[src/rtl/rs_scheduler.sv]
// -----------------------------------------------------------------------------
// rs_scheduler
//
// Allocation and issue scheduler for a reservation station of NUM_ENTRIES
// entries. Allocation picks the lowest-index free entry; issue picks the
// oldest entry that is both busy and ready, using an age matrix that records
// allocation order.
//
// Ports
//   clock           single clock, rising edge
//   reset           synchronous, active-low
//   dispatch_valid  dispatch presents an instruction for allocation
//   entry_busy      per-entry busy flags (entry holds an instruction)
//   entry_ready     per-entry ready flags (both operands available)
//   fu_ready        execute stage accepts one instruction this cycle
//   squash          mispredict flush: clears all busy entries, zeroes ages
//   wr_en           one-hot (or zero) write enable to the allocated entry
//   clear           per-entry clear (issued entry, or all busy on squash)
//   issue_valid     an issue candidate exists
//   issue_idx       index of the issue candidate (0 when none)
//   rs_full         no free entry; dispatch must stall
//
// Issue handshake: issue_valid/issue_idx are offered combinationally; an
// issue happens in any cycle where issue_valid=1 and fu_ready=1, and in that
// cycle clear[issue_idx] is asserted. With fu_ready=0 nothing is cleared and
// the selection is simply recomputed next cycle, so an older entry that
// becomes ready may displace the current candidate.
// -----------------------------------------------------------------------------
module rs_scheduler #(
    parameter int NUM_ENTRIES = 8
) (
    input  logic                           clock,
    input  logic                           reset,
    input  logic                           dispatch_valid,
    input  logic [NUM_ENTRIES-1:0]         entry_busy,
    input  logic [NUM_ENTRIES-1:0]         entry_ready,
    input  logic                           fu_ready,
    input  logic                           squash,
    output logic [NUM_ENTRIES-1:0]         wr_en,
    output logic [NUM_ENTRIES-1:0]         clear,
    output logic                           issue_valid,
    output logic [$clog2(NUM_ENTRIES)-1:0] issue_idx,
    output logic                           rs_full
);

    localparam int IDX_W = $clog2(NUM_ENTRIES);

    // older[i][j] = 1: entry i was allocated before entry j. Diagonal stays 0.
    logic [NUM_ENTRIES-1:0][NUM_ENTRIES-1:0] older;

    logic [NUM_ENTRIES-1:0] free_vec;
    logic [NUM_ENTRIES-1:0] cand;
    logic [NUM_ENTRIES-1:0] oldest;
    logic [NUM_ENTRIES-1:0] col;
    logic [IDX_W-1:0]       alloc_idx;
    logic [IDX_W-1:0]       sel_idx;
    logic                   alloc_ok;

    // Lowest set bit of a vector (0 if the vector is empty).
    function automatic logic [IDX_W-1:0] first_set(input logic [NUM_ENTRIES-1:0] v);
        logic [IDX_W-1:0] r;
        r = '0;
        for (int i = NUM_ENTRIES - 1; i >= 0; i--) begin
            if (v[i]) r = IDX_W'(i);
        end
        return r;
    endfunction

    // An entry being issued this cycle is still busy, so it is never free here.
    assign free_vec  = ~entry_busy;
    assign rs_full   = (free_vec == '0);
    assign alloc_idx = first_set(free_vec);
    assign alloc_ok  = reset && dispatch_valid && !rs_full && !squash;

    assign cand = entry_busy & entry_ready;

    // A candidate is "oldest" when no other candidate is marked older than it.
    always_comb begin
        col    = '0;
        oldest = '0;
        for (int c = 0; c < NUM_ENTRIES; c++) begin
            col = '0;
            for (int j = 0; j < NUM_ENTRIES; j++) begin
                col[j] = older[j][c];
            end
            oldest[c] = cand[c] && ((col & cand) == '0);
        end
    end

    // If the matrix holds a cycle among candidates (cannot arise from the
    // update rule, but guard anyway), fall back to the lowest-index candidate.
    assign sel_idx = (oldest != '0) ? first_set(oldest) : first_set(cand);

    always_comb begin
        wr_en       = '0;
        clear       = '0;
        issue_valid = 1'b0;
        issue_idx   = '0;
        if (reset) begin
            if (squash) begin
                clear = entry_busy;
            end else begin
                if (alloc_ok) begin
                    wr_en[alloc_idx] = 1'b1;
                end
                if (cand != '0) begin
                    issue_valid = 1'b1;
                    issue_idx   = sel_idx;
                    if (fu_ready) begin
                        clear[sel_idx] = 1'b1;
                    end
                end
            end
        end
    end

    // Allocation of entry k makes k the youngest: nobody is younger than k
    // (row k cleared) and everyone else is older than k (column k set).
    always_ff @(posedge clock) begin
        if (!reset || squash) begin
            older <= '0;
        end else if (alloc_ok) begin
            for (int i = 0; i < NUM_ENTRIES; i++) begin
                older[alloc_idx][i] <= 1'b0;
                if (IDX_W'(i) != alloc_idx) begin
                    older[i][alloc_idx] <= 1'b1;
                end
            end
        end
    end

endmodule

[config.mk]
export PLATFORM = sky130hd
export DESIGN_NAME = rs_scheduler
export DESIGN_NICKNAME = d
export VERILOG_FILES = /design/src/rtl/rs_scheduler.sv
export SDC_FILE = /design/constraint.sdc
export NUM_CORES = 1
export LEC_CHECK = 0
export CELL_PAD_IN_SITES_DETAIL_PLACEMENT = 0
export CELL_PAD_IN_SITES_GLOBAL_PLACEMENT = 1
export CORE_MARGIN = 2
export CORE_UTILIZATION = 35
export CTS_BUF_LIST = sky130_fd_sc_hd__clkbuf_8 sky130_fd_sc_hd__clkbuf_16
export CTS_CLUSTER_SIZE = 16
export DETAILED_ROUTE_END_ITERATION = 12
export GPL_TIMING_DRIVEN = 1
export MAX_ROUTING_LAYER = met4
export PLACE_DENSITY_LB_ADDON = 0.1
export SYNTH_ARGS = -nofsm -noshare
export SYNTH_HDL_FRONTEND = slang
export SYNTH_SLANG_ARGS = --single-unit
[constraint.sdc]
create_clock -name clock -period 6.05 [get_ports clock]
set_input_delay 0.605 -clock clock [delete_from_list [all_inputs] [get_ports clock]]
set_output_delay 0.605 -clock clock [all_outputs]
set_load 0.01 [all_outputs]
Word-level counts from Yosys, hierarchy flattened

Cells that the tools add are included.

Magnitude comparators: 4
Equality and inequality tests: 7
Multiplexer cells: 80
Bitwise logic cells: 34
Reduce and logical (&&, ||, !) cells: 29

Operators with widths:

| kind                                                                  | number |
|---|---|
| 64-bit AND                                                            | 8 |
| 64-bit inverter                                                       | 8 |
| 8-bit 2-to-1 mux                                                      | 30 |
| 8-bit demux with 3-bit select                                         | 8 |
| 3-bit 2-to-1 mux                                                      | 29 |
| 8-bit AND                                                             | 9 |
| 8-bit logical NOT                                                     | 9 |
| 8-bit bitwise OR                                                      | 8 |
| 8-bit nonzero test                                                    | 2 |
| 1-bit logical AND                                                     | 13 |
| 3-bit != test, first input constant                                   | 4 |
| 3-bit by 4-bit < comparator with 1-bit output, second input constant  | 2 |
| 8-bit inverter                                                        | 1 |
| 7-bit 2-to-1 mux                                                      | 1 |
| 1-bit demux with 3-bit select                                         | 2 |
| 3-bit by 1-bit >= comparator with 1-bit output, second input constant | 2 |
| 1-bit 2-to-1 mux                                                      | 6 |
| 6-bit 2-to-1 mux                                                      | 1 |
| 2-bit by 3-bit != test with 1-bit output, first input constant        | 2 |
| 5-bit 2-to-1 mux                                                      | 1 |
| 4-bit 2-to-1 mux                                                      | 1 |
| 1-bit logical NOT                                                     | 3 |
| 1-bit by 3-bit != test with 1-bit output, first input constant        | 1 |
| 3-bit nonzero test                                                    | 1 |
| other kinds (2)                                                       | 2 |

Flip-flop bits (word level): 64
Input bits: 21
Output and inout port bits: 21
Word-level logic and storage cells: 162

Longest topological paths before layout

Gate-level depths: netlist (run 1).

Depth in word-level cells: 52
Gate-level depth with buffers: 9
Depth with buffers taken out: 7

Least setup slack after synthesis (run 1)

Ideal clock, no wire load.

Kind: input port to output port
Start: input port entry_ready[5]
End: output port clear[0]
Arrival: 2,282 ps
Data required time: 5,445 ps
Path slack: 3,163 ps
Cell stages on the path: 8
Buffers on the path: 1
Path through: buf_4 > nand2_2 > a311o_1 > nor3_4 > nor4_4 > a2111o_1 > nor2b_4 > a32o_1

Word-level cells in the longest chain between the ends: 21
Elaborated cells between the ends (all ways): 51
Those cells by class: order compare (2); mux (21); bitwise (9); reduce/logical (19)

RTL lines:

| item                                                                                                                                         | line | text |
|---|---|---|
| start, declared                                                                                                                              | 36   | `input logic [NUM_ENTRIES-1:0] entry_ready,` |
| 8-bit AND *                                                                                                                                  | 75   | `assign cand = entry_busy & entry_ready;` |
| 8-bit AND                                                                                                                                    | 86   | `oldest[c] = cand[c] && ((col & cand) == '0);` |
| 8-bit logical NOT                                                                                                                            | 86   |  |
| 1-bit logical AND                                                                                                                            | 86   |  |
| 3-bit 2-to-1 mux (8 in a row)                                                                                                                | 64   | `if (v[i]) r = IDX_W'(i);` |
| 3-bit 2-to-1 mux                                                                                                                             | 92   | `assign sel_idx = (oldest != '0) ? first_set(oldest) : first_set(cand);` |
| 3-bit by 4-bit < comparator with 1-bit output (implied by the code) / 3-bit by 1-bit >= comparator with 1-bit output (equally long branches) | 110  | `clear[sel_idx] = 1'b1;` |
| 1-bit logical AND (implied by the code)                                                                                                      | 110  |  |
| 1-bit 2-to-1 mux (implied by the code)                                                                                                       | 110  |  |
| 1-bit demux with 3-bit select                                                                                                                | 110  |  |
| 8-bit 2-to-1 mux                                                                                                                             | 109  | `if (fu_ready) begin` |
| 8-bit 2-to-1 mux *                                                                                                                           | 106  | `if (cand != '0) begin` |
| 8-bit 2-to-1 mux *                                                                                                                           | 100  | `if (squash) begin` |
| 8-bit 2-to-1 mux *                                                                                                                           | 99   | `if (reset) begin` |
| end, declared                                                                                                                                | 40   | `output logic [NUM_ENTRIES-1:0] clear,` |

Every way passes the cells marked *; elsewhere a longest branch is shown, timed or not.

Worst setup path after layout (run 1)

Start: input port entry_busy[0]
End: output port wr_en[6]

Word-level cells in the longest chain between the ends: 9
Elaborated cells between the ends (all ways): 14
Those cells by class: order compare (2); mux (6); bitwise (1); reduce/logical (5)

RTL lines:

| item                                                                                                                                         | line | text |
|---|---|---|
| start, declared                                                                                                                              | 35   | `input logic [NUM_ENTRIES-1:0] entry_busy,` |
| 8-bit inverter *                                                                                                                             | 70   | `assign free_vec = ~entry_busy;` |
| 3-bit 2-to-1 mux                                                                                                                             | 64   |  |
| 3-bit by 4-bit < comparator with 1-bit output (implied by the code) / 3-bit by 1-bit >= comparator with 1-bit output (equally long branches) | 104  | `wr_en[alloc_idx] = 1'b1;` |
| 1-bit logical AND (implied by the code)                                                                                                      | 104  |  |
| 1-bit 2-to-1 mux (implied by the code)                                                                                                       | 104  |  |
| 1-bit demux with 3-bit select                                                                                                                | 104  |  |
| 8-bit 2-to-1 mux *                                                                                                                           | 103  | `if (alloc_ok) begin` |
| 8-bit 2-to-1 mux *                                                                                                                           | 100  |  |
| 8-bit 2-to-1 mux *                                                                                                                           | 99   |  |
| end, declared                                                                                                                                | 39   | `output logic [NUM_ENTRIES-1:0] wr_en,` |

Marks and branches as above.

==> summary.md, run 1 <==
| Metric | Value |
|---|---|
| Max Buffers Root-to-Sink | `2` |
| Period utilisation layout | `73.9%` |
| Final setup violation count | `0` |
| Cell total after placement | `442` |
| DP Wirelength | `6.89 mm` |
| Clock Skew | `0 ns` |
| Post-Layout Cell Count | `458` |
| Register bit total from synthesis | `64` |
| First-pass iteration count of the detailed router | `5` |
| Internal Dissipation | `705 µW` |
| GRT Util Overall | `23.0%` |
| Hold Path Sink | `older[35]` |
| Detailed-route wire length per cell | `21.0 µm` |
| Post-CTS Hold Fix Bufs | `0` |
| Cell count of the worst reg-to-reg path | `3` |
| Clock-pin slew on the worst setup and hold paths | `0.07 ns` |
| Clock sink count | `64` |
| Register-to-register setup slack | `5.30 ns` |
| CTS resizes | `0` |
| CP max FO | `14` |
| Via density | `5.63` |
| Post-synth top flop | `dfxtp_1` |
| Horizontal die dimension | `95.7 µm` |
| Unrepaired setup endpoints after global routing | `false` |
| Sum of routed wire length over all layers | `9.62 mm` |
| Share of total power in sequential cells | `45.4%` |
| Distinct cell type count of the synthesized netlist | `45` |
| Num rows | `33` |
| Syn nets | `331` |
| Core area | `8180 µm²` |
| Sw Share | `24.6%` |
| Number of buffers inserted by port buffering | `41` |
| Starting Density | `36.0%` |
| First-pass GRT wire length | `14.7 mm` |
| Type of the setup path with the least slack | `input pin to primary output` |
| Layout cell share with drive strength beyond 1 | `10.2%` |
| Pin count of the biggest net entering global routing | `16` |
| Final Hold Fails | `0` |
| Leading cell type in the layout, fill and taps excluded | `dfxtp_1` |
| Final-layout fill cell count | `825` |
| Combinational Power Share | `11.9%` |
| CTS tree | `done` |
| Final total negative setup slack | `0 ns` |
| CTS root buf | `clkbuf_8` |
| Tmin final | `4.47 ns` |
| Total number of yosys warnings | `0` |
| Setup crit start kind | `input pin` |
| Number of vias in the routed layout | `2,580` |
| Transition time of the tightest slew-check pin | `0.750 ns` |
| H-tree depth | `3` |
| Final GP Congestion | `0.838` |
| Highest achievable clock rate | `0.224 GHz` |
| Worst supply voltage drop on vdd | `123 µV` |
| Min-delay worst type | `register to register` |
| Vias in the first global route | `2,458` |
| Post-route ant nets | `0` |
| Clock power share | `42.7%` |
| Mean instance size in the synthesized netlist | `9.49 µm²` |
| Hold path cells | `1` |
| Proportion of register bits with asynchronous set or reset after synthesis | `0%` |
| Start point of the worst hold path | `older[35]` |
| Top Ports | `42` |
| DRT iter0 DRCs | `162` |
| Status | `finished, final reports clean` |
| Setup repair bufs after CTS | `0` |
| Area growth from synthesis to layout | `23.3%` |
| Number of synthesized flops with an enable pin | `0` |
| PD cells | `258 nW/µm²` |
| Layout net count | `369` |
| Ant. Diodes | `0` |
| Leakage dissipation | `0.00135 µW` |
| Clock latency at the later pin of the worst-skew pair | `0.33 ns` |
| Relative slew slack | `49.8%` |
| Kind of end point of the critical path | `primary output` |
| Synthesized area | `2940 µm²` |
| Drc violations | `0` |
| Number of max-capacitance violations reported | `0` |
| CP Data Arrival Time | `3.87 ns` |
| Final core area utilization | `44.4%` |
| Cell count after synthesis | `310` |
| Switch Pwr | `230 µW` |
| Crit path required time | `5.44 ns` |
| Vertical die dimension | `95.7 µm` |
| Antenna violations before repair | `0` |
| Clock buffers created by TritonCTS | `9` |
| Die Outline Area | `9160 µm²` |
| Global-route congestion overflow total | `0` |
| Sequential area share after synthesis | `43.5%` |
| Max-slew violation count | `0` |
| Top library cells by usage in the layout, fill and taps aside | `dfxtp_1 (64), o21a_1 (53), clkdlybuf4s50_1 (41)` |
## cells by family after synthesis
family	share of synthesized area, %
buf+inv	3.91
flops	43.5
compound gates	27.2
simple gates	25.4
## worst max-delay path by stage
stage / startpoint / end / slack, ns / cells past startpoint
finish: entry_busy[0] / wr_en[6] / 1.58 / 7
global route: entry_busy[0] / wr_en[6] / 1.37 / 7
CTS: entry_busy[0] / wr_en[6] / 1.60 / 7
detailed placement: entry_busy[0] / wr_en[6] / 1.61 / 7
global placement: entry_busy[0] / wr_en[6] / 1.63 / 7
floorplan: entry_ready[5] / clear[0] / 3.16 / 8
## final cells by class
type                            instances  area [µm²]  share of cell area [%]
Timing Repair Buffer                   46         448                    12.3
Tap cell                              105         131                    3.62
Clock buffer                           10         138                    3.79
Clock inverter                          6        76.3                    2.10
Sequential cell                        64        1280                    35.3
Inverter                                2        7.51                   0.207
Multi-Input combinational cell        225        1550                    42.6
## worst max-delay path, cell delays in order
cell             delay, ns
clkdlybuf4s50_1       0.87
nand3_1               0.33
nor2_1                0.23
nand4_1               0.27
nor3_1                0.48
and2_1                0.47
clkdlybuf4s50_1       0.62
## power groups by stage
stage | Sequential [µW] | Clock [µW] | Combinational [µW]
6_report | 424 | 400 | 112
5_1_grt | 424 | 427 | 119
4_1_cts | 424 | 407 | 110
3_5_place_dp | 434 | 0 | 110
3_3_place_gp | 434 | 0 | 110
2_1_floorplan | 434 | 0 | 65.6
## routing by layer
layer | GRT usage (%) | vias up | wire length [µm]
li1 | - | 1242 | -
met1 | 31.7 | 1248 | 4650
met2 | 34.7 | 78 | 4420
met3 | 4.15 | 12 | 419
met4 | 6.43 | 0 | 130
met5 | - | - | 0
## cells in the mapped netlist, types with 3 or more instances
library cell,count,area [µm²]
nand4_1,11,68.8
nand3_1,32,160
nor2_2,3,18.8
a311o_1,6,60.1
and2_1,13,81.3
buf_4,4,30.0
nand2b_1,7,43.8
nor3_2,3,30.0
o21ai_0,4,20.0
nand2_1,17,63.8
nor3_1,4,20.0
nor2_1,20,75.1
buf_2,11,55.1
and3_1,6,37.5
a32o_1,13,130
o21a_1,53,398
dfxtp_1,64,1280
## stage by stage
step,setup slack [ns],total power [µW],cell area [µm²],hold WS [ns]
3_5_place_dp,1.61,544,3410,0.431
5_1_grt,1.37,971,3630,0.483
3_3_place_gp,1.63,544,3410,0.425
2_1_floorplan,3.16,499,2940,0.418
6_report,1.58,935,3630,0.451
4_1_cts,1.60,941,3630,0.447
Note: power is estimated with default switching activity, not from simulation.
==> run 2: changes to the inputs <==
==> constraint.sdc (replaced) <==
create_clock -name clock -period 4.5 [get_ports clock]
set_input_delay 0.45 -clock clock [delete_from_list [all_inputs] [get_ports clock]]
set_output_delay 0.45 -clock clock [all_outputs]
set_load 0.01 [all_outputs]
==> summary.md, run 2 (synthesis gave the netlist of run 1 again) <==
| Metric | Value |
|---|---|
| Pin count of the biggest net entering global routing | `13` |
| Clock latency at the later pin of the worst-skew pair | `0.35 ns` |
| Layout net count | `383` |
| Transition time of the tightest slew-check pin | `0.656 ns` |
| Drc violations | `0` |
| GRT Util Overall | `23.8%` |
| CP Data Arrival Time | `3.53 ns` |
| Global Route met2 Usage | `36.9%` |
| Clock sink count | `64` |
| Unrepaired setup endpoints after global routing | `false` |
| Ant. Diodes | `0` |
| Met1 capacity usage during global routing | `31.8%` |
| Worst supply voltage drop on vdd | `164 µV` |
| Clock buffers created by TritonCTS | `9` |
| PD cells | `352 nW/µm²` |
| GRT busiest layer | `met2` |
| Die Outline Area | `9160 µm²` |
| Final setup violation count | `0` |
| Clock-pin slew on the worst setup and hold paths | `0.07 ns` |
| Layout cell share with drive strength beyond 1 | `13.7%` |
| H-tree depth | `3` |
| Final Hold Fails | `0` |
| Final total negative setup slack | `0 ns` |
| First-pass GRT wire length | `15.2 mm` |
| Min-delay worst type | `register to register` |
| Cell count of the worst reg-to-reg path | `3` |
| Post-CTS Hold Fix Bufs | `0` |
| Setup crit start kind | `input pin` |
| Sum of routed wire length over all layers | `9.69 mm` |
| Register-to-register setup slack | `3.78 ns` |
| CTS root buf | `clkbuf_8` |
| First-pass iteration count of the detailed router | `4` |
| Period utilisation layout | `88.4%` |
| Clock Skew | `0 ns` |
| Vias in the first global route | `2,552` |
| Post-route ant nets | `0` |
| Hold path cells | `1` |
| Vertical die dimension | `95.7 µm` |
| Antenna violations before repair | `0` |
| CP max FO | `8` |
| CTS tree | `done` |
| Leakage dissipation | `0.00143 µW` |
| DP Wirelength | `7.43 mm` |
| Top library cells by usage in the layout, fill and taps aside | `dfxtp_1 (64), o21a_1 (53), clkdlybuf4s50_1 (41)` |
| Highest achievable clock rate | `0.251 GHz` |
| Number of vias in the routed layout | `2,668` |
| Setup repair bufs after CTS | `0` |
| Max Buffers Root-to-Sink | `2` |
| Number of buffers inserted by port buffering | `41` |
| Area growth from synthesis to layout | `27.6%` |
| Detailed-route wire length per cell | `20.6 µm` |
| Num rows | `33` |
| Starting Density | `36.0%` |
| Via density | `5.66` |
| Type of the setup path with the least slack | `input pin to primary output` |
| Hold Path Sink | `older[35]` |
| CTS resizes | `0` |
| Max-slew violation count | `0` |
| Met3 capacity usage during global routing | `4.23%` |
| Tmin final | `3.98 ns` |
| Global-route congestion overflow total | `0` |
| Number of max-capacitance violations reported | `0` |
| Start point of the worst hold path | `older[35]` |
| Final GP Congestion | `0.939` |
| Crit path required time | `4.05 ns` |
| Leading cell type in the layout, fill and taps excluded | `dfxtp_1` |
| Top Ports | `42` |
| DRT iter0 DRCs | `172` |
| Horizontal die dimension | `95.7 µm` |
| Core area | `8180 µm²` |
| Relative slew slack | `56.1%` |
| Final core area utilization | `45.9%` |
| Status | `finished, final reports clean` |
| Kind of end point of the critical path | `primary output` |
[run 2: cell types whose count changed in the layout (fill, tap and decap cells not counted)]
| cell | change |
|---|---|
| inv_1 | -1 |
| buf_4 | +14 |
| bufinv_16 | +1 |
| clkinv_2 | -1 |
[run 2: cell type report]
type | count | area (µm²)
fillers | 808 | 4420
multi-input cells | 225 | 1550
flip-flops and latches | 64 | 1280
repair buffers | 60 | 553
clock buffers | 10 | 138
well taps | 105 | 131
clock inverters | 5 | 97.6
inverters | 2 | 7.51
[run 2: critical path, stage by stage]
cell,delay (ns)
clkdlybuf4s50_1,0.71
nand2_1,0.22
a311o_1,0.37
nor3_1,0.37
nor2_1,0.12
a211oi_2,0.32
o32a_4,0.26
a32o_1,0.17
clkdlybuf4s50_1,0.54
[run 2: worst max-delay path by stage]
stage	from	to	slack, ns	cells after the start
global placement	entry_busy[7]	clear[4]	0.56	9
finish	entry_ready[2]	clear[2]	0.52	9
floorplan	entry_ready[5]	clear[0]	1.92	8
CTS	entry_busy[7]	clear[7]	0.55	9
detailed placement	entry_busy[7]	clear[7]	0.58	9
global route	entry_busy[7]	clear[7]	0.40	9
[run 2: report_power, final]
| group | internal (µW) | switching (µW) |
|---|---|---|
| combinational | 64.5 | 90.9 |
| sequential | 569 | 1.62 |
| clock | 376 | 218 |
| total | 1010 | 310 |
[run 2: layer usage]
metal / part of all wire, % / vias up
met5: 0 / -
met4: 1.4 / 0
met3: 5.0 / 13
met2: 47 / 74
met1: 46 / 1313
li1: - / 1268
[run 2: stage by stage]
stage	power [µW]	instance area [µm²]	hold slack (ns)	setup slack [ns]	instances
after floorplan	671	2940	0.418	1.92	310
after global placement	738	3520	0.432	0.564	456
after detailed placement	737	3520	0.436	0.579	456
after CTS	1330	3750	0.452	0.552	471
after global routing	1370	3750	0.479	0.398	471
final	1320	3750	0.449	0.523	471
==> run 3: changes to the inputs <==
==> config.mk (replaced) <==
export PLATFORM = sky130hd
export DESIGN_NAME = rs_scheduler
export DESIGN_NICKNAME = d
export VERILOG_FILES = /design/src/rtl/rs_scheduler.sv
export SDC_FILE = /design/constraint.sdc
export NUM_CORES = 1
export LEC_CHECK = 0
export CORE_MARGIN = 2
export CORE_UTILIZATION = 35
export CTS_BUF_LIST = sky130_fd_sc_hd__clkbuf_8 sky130_fd_sc_hd__clkbuf_16
export CTS_CLUSTER_SIZE = 16
export DETAILED_ROUTE_END_ITERATION = 12
export GPL_TIMING_DRIVEN = 1
export MAX_ROUTING_LAYER = met4
export SYNTH_ARGS = -nofsm -noshare
export SYNTH_HDL_FRONTEND = slang
export SYNTH_SLANG_ARGS = --single-unit
==> summary.md, run 3 (synthesis gave the netlist of run 1 again) <==
| Metric | Value |
|---|---|
| Status | `finished, final reports clean` |
| Crit path required time | `4.05 ns` |
| Highest achievable clock rate | `0.251 GHz` |
| Max incr delay on CP | `0.64 ns` |
| CP max FO | `8` |
| Leading cell type in the layout, fill and taps excluded | `dfxtp_1` |
| Met3 capacity usage during global routing | `3.99%` |
| Starting Density | `36.0%` |
| Post-route ant nets | `0` |
| Start point of the worst hold path | `older[35]` |
| Final Hold Fails | `0` |
| Horizontal die dimension | `95.7 µm` |
| Top library cells by usage in the layout, fill and taps aside | `dfxtp_1 (64), o21a_1 (53), clkdlybuf4s50_1 (41)` |
| Setup repair bufs after CTS | `0` |
| GRT Util Overall | `21.4%` |
| Global Route met2 Usage | `33.3%` |
| Post-CTS Hold Fix Bufs | `0` |
| Unrepaired setup endpoints after global routing | `false` |
| Final Total Pwr | `1270 µW` |
| Final setup violation count | `0` |
| DP Wirelength | `6.89 mm` |
| Type of the setup path with the least slack | `input pin to primary output` |
| CP Data Arrival Time | `3.53 ns` |
| Hold Path Sink | `older[35]` |
| Layout cell share with drive strength beyond 1 | `14.0%` |
| Clock-pin slew on the worst setup and hold paths | `0.07 ns` |
| Drc violations | `0` |
| Register-to-register setup slack | `3.78 ns` |
| Global-route congestion overflow total | `0` |
| Vias in the first global route | `2,554` |
| Vertical die dimension | `95.7 µm` |
| Layout net count | `381` |
| Final total negative setup slack | `0 ns` |
| Clock latency at the later pin of the worst-skew pair | `0.35 ns` |
| PD cells | `342 nW/µm²` |
| Period utilisation layout | `88.4%` |
| Max-slew violation count | `0` |
| Cell count of the worst reg-to-reg path | `3` |
| Kind of end point of the critical path | `primary output` |
| Via density | `5.81` |
| Relative slew slack | `52.6%` |
| Area growth from synthesis to layout | `26.5%` |
| Start point of the critical path | `entry_busy[5]` |
| Top Family by Delay on Critical Path | `buffers and inverters` |
| Cell with the largest stage delay on the worst path | `clkdlybuf4s50_1` |
| Clock buffers created by TritonCTS | `9` |
| Sum of routed wire length over all layers | `9.09 mm` |
| Detailed-route wire length per cell | `19.3 µm` |
| Number of max-capacitance violations reported | `0` |
| Leakage dissipation | `0.00140 µW` |
| Core area | `8180 µm²` |
| Ant. Diodes | `0` |
| Transition time of the tightest slew-check pin | `0.708 ns` |
| Num rows | `33` |
| Pin count of the biggest net entering global routing | `13` |
| DRT iter0 DRCs | `237` |
| Number of vias in the routed layout | `2,731` |
| Setup crit start kind | `input pin` |
| CTS resizes | `0` |
| Top Ports | `42` |
| Most common cell on crit path | `clkdlybuf4s50_1` |
| Clock Skew | `0 ns` |
| Max Buffers Root-to-Sink | `2` |
| H-tree depth | `3` |
| Number of buffers inserted by port buffering | `41` |
| GRT busiest layer | `met2` |
| Sequence of cells on the critical path | `clkdlybuf4s50_1 > buf_4 > nand2_2 > a311o_1 > nor3_4 > nor4_4 > o31a_1 > o21ai_0 > a32o_1 > clkdlybuf4s50_1` |
| Min-delay worst type | `register to register` |
| Die Outline Area | `9160 µm²` |
| CTS root buf | `clkbuf_8` |
| Final GP Congestion | `0.920` |
| Worst supply voltage drop on vdd | `192 µV` |
| Clock sink count | `64` |
| Antenna violations before repair | `0` |
| First-pass GRT wire length | `13.8 mm` |
| Tmin final | `3.98 ns` |
| Met1 capacity usage during global routing | `26.8%` |
| Hold path cells | `1` |
| First-pass iteration count of the detailed router | `5` |
| Number of buffer and inverter instances along the worst setup path | `3` |
| CTS tree | `done` |
[run 3: cell types whose count changed in the layout (fill, tap and decap cells not counted), sizes merged]
cell      previous run  this run
bufinv               3         2
buf                 19        17
inv                  4         3
clkinvlp             0         1
clkbuf              10         9
clkinv               0         3
[run 3: through the flow]
| step | util [%] | setup WS [ns] | area, µm² | instances | hold slack [ns] |
|---|---|---|---|---|---|
| CTS | 45.5 | 0.548 | 3720 | 470 | 0.455 |
| detailed placement | 42.9 | 0.561 | 3500 | 454 | 0.439 |
| global route | 45.5 | 0.321 | 3720 | 470 | 0.479 |
| floorplan | - | 1.92 | 2940 | 310 | 0.418 |
| global placement | 42.9 | 0.576 | 3500 | 454 | 0.424 |
| finish | 45.5 | 0.522 | 3720 | 470 | 0.452 |
[run 3: metal layers]
metal  vias to the layer above  part of all wire, %  wire, µm
li1                       1263                    -         -
met1                      1325                   44      4040
met2                       121                   46      4150
met3                        22                  6.7       609
met4                         0                  3.2       292
met5                         -                    0         0
[run 3: power by group]
group | leakage, µW | internal, µW | switching (µW)
clock | 0.000110 | 312 | 238
combinational | 0.000777 | 62.8 | 89.1
sequential | 0.000516 | 569 | 1.54
total | 0.00140 | 944 | 329
[run 3: worst max path at each step]
stage,slack (ns),to,cells past startpoint
2_1_floorplan,1.92,clear[0],8
3_3_place_gp,0.58,clear[2],9
3_5_place_dp,0.56,clear[2],10
4_1_cts,0.55,clear[2],10
5_1_grt,0.32,clear[3],10
6_report,0.52,clear[3],10
[run 3: worst reg2reg max path, delay by kind of cell, from the launching register on]
family | cells | cell delay, ns
AND/OR/NAND/NOR | 1 | 0.15
flip-flops | 1 | 0.32
AO/OA/AOI/OAI | 2 | 0.15
[run 3: final cells by class]
type	instances	area (µm²)
tap	105	131
multi-input combinational	225	1550
clock buffer	9	124
inverter	2	7.51
clock inverter	7	95.1
timing repair buffer	58	538
fill	818	4450
sequential	64	1280
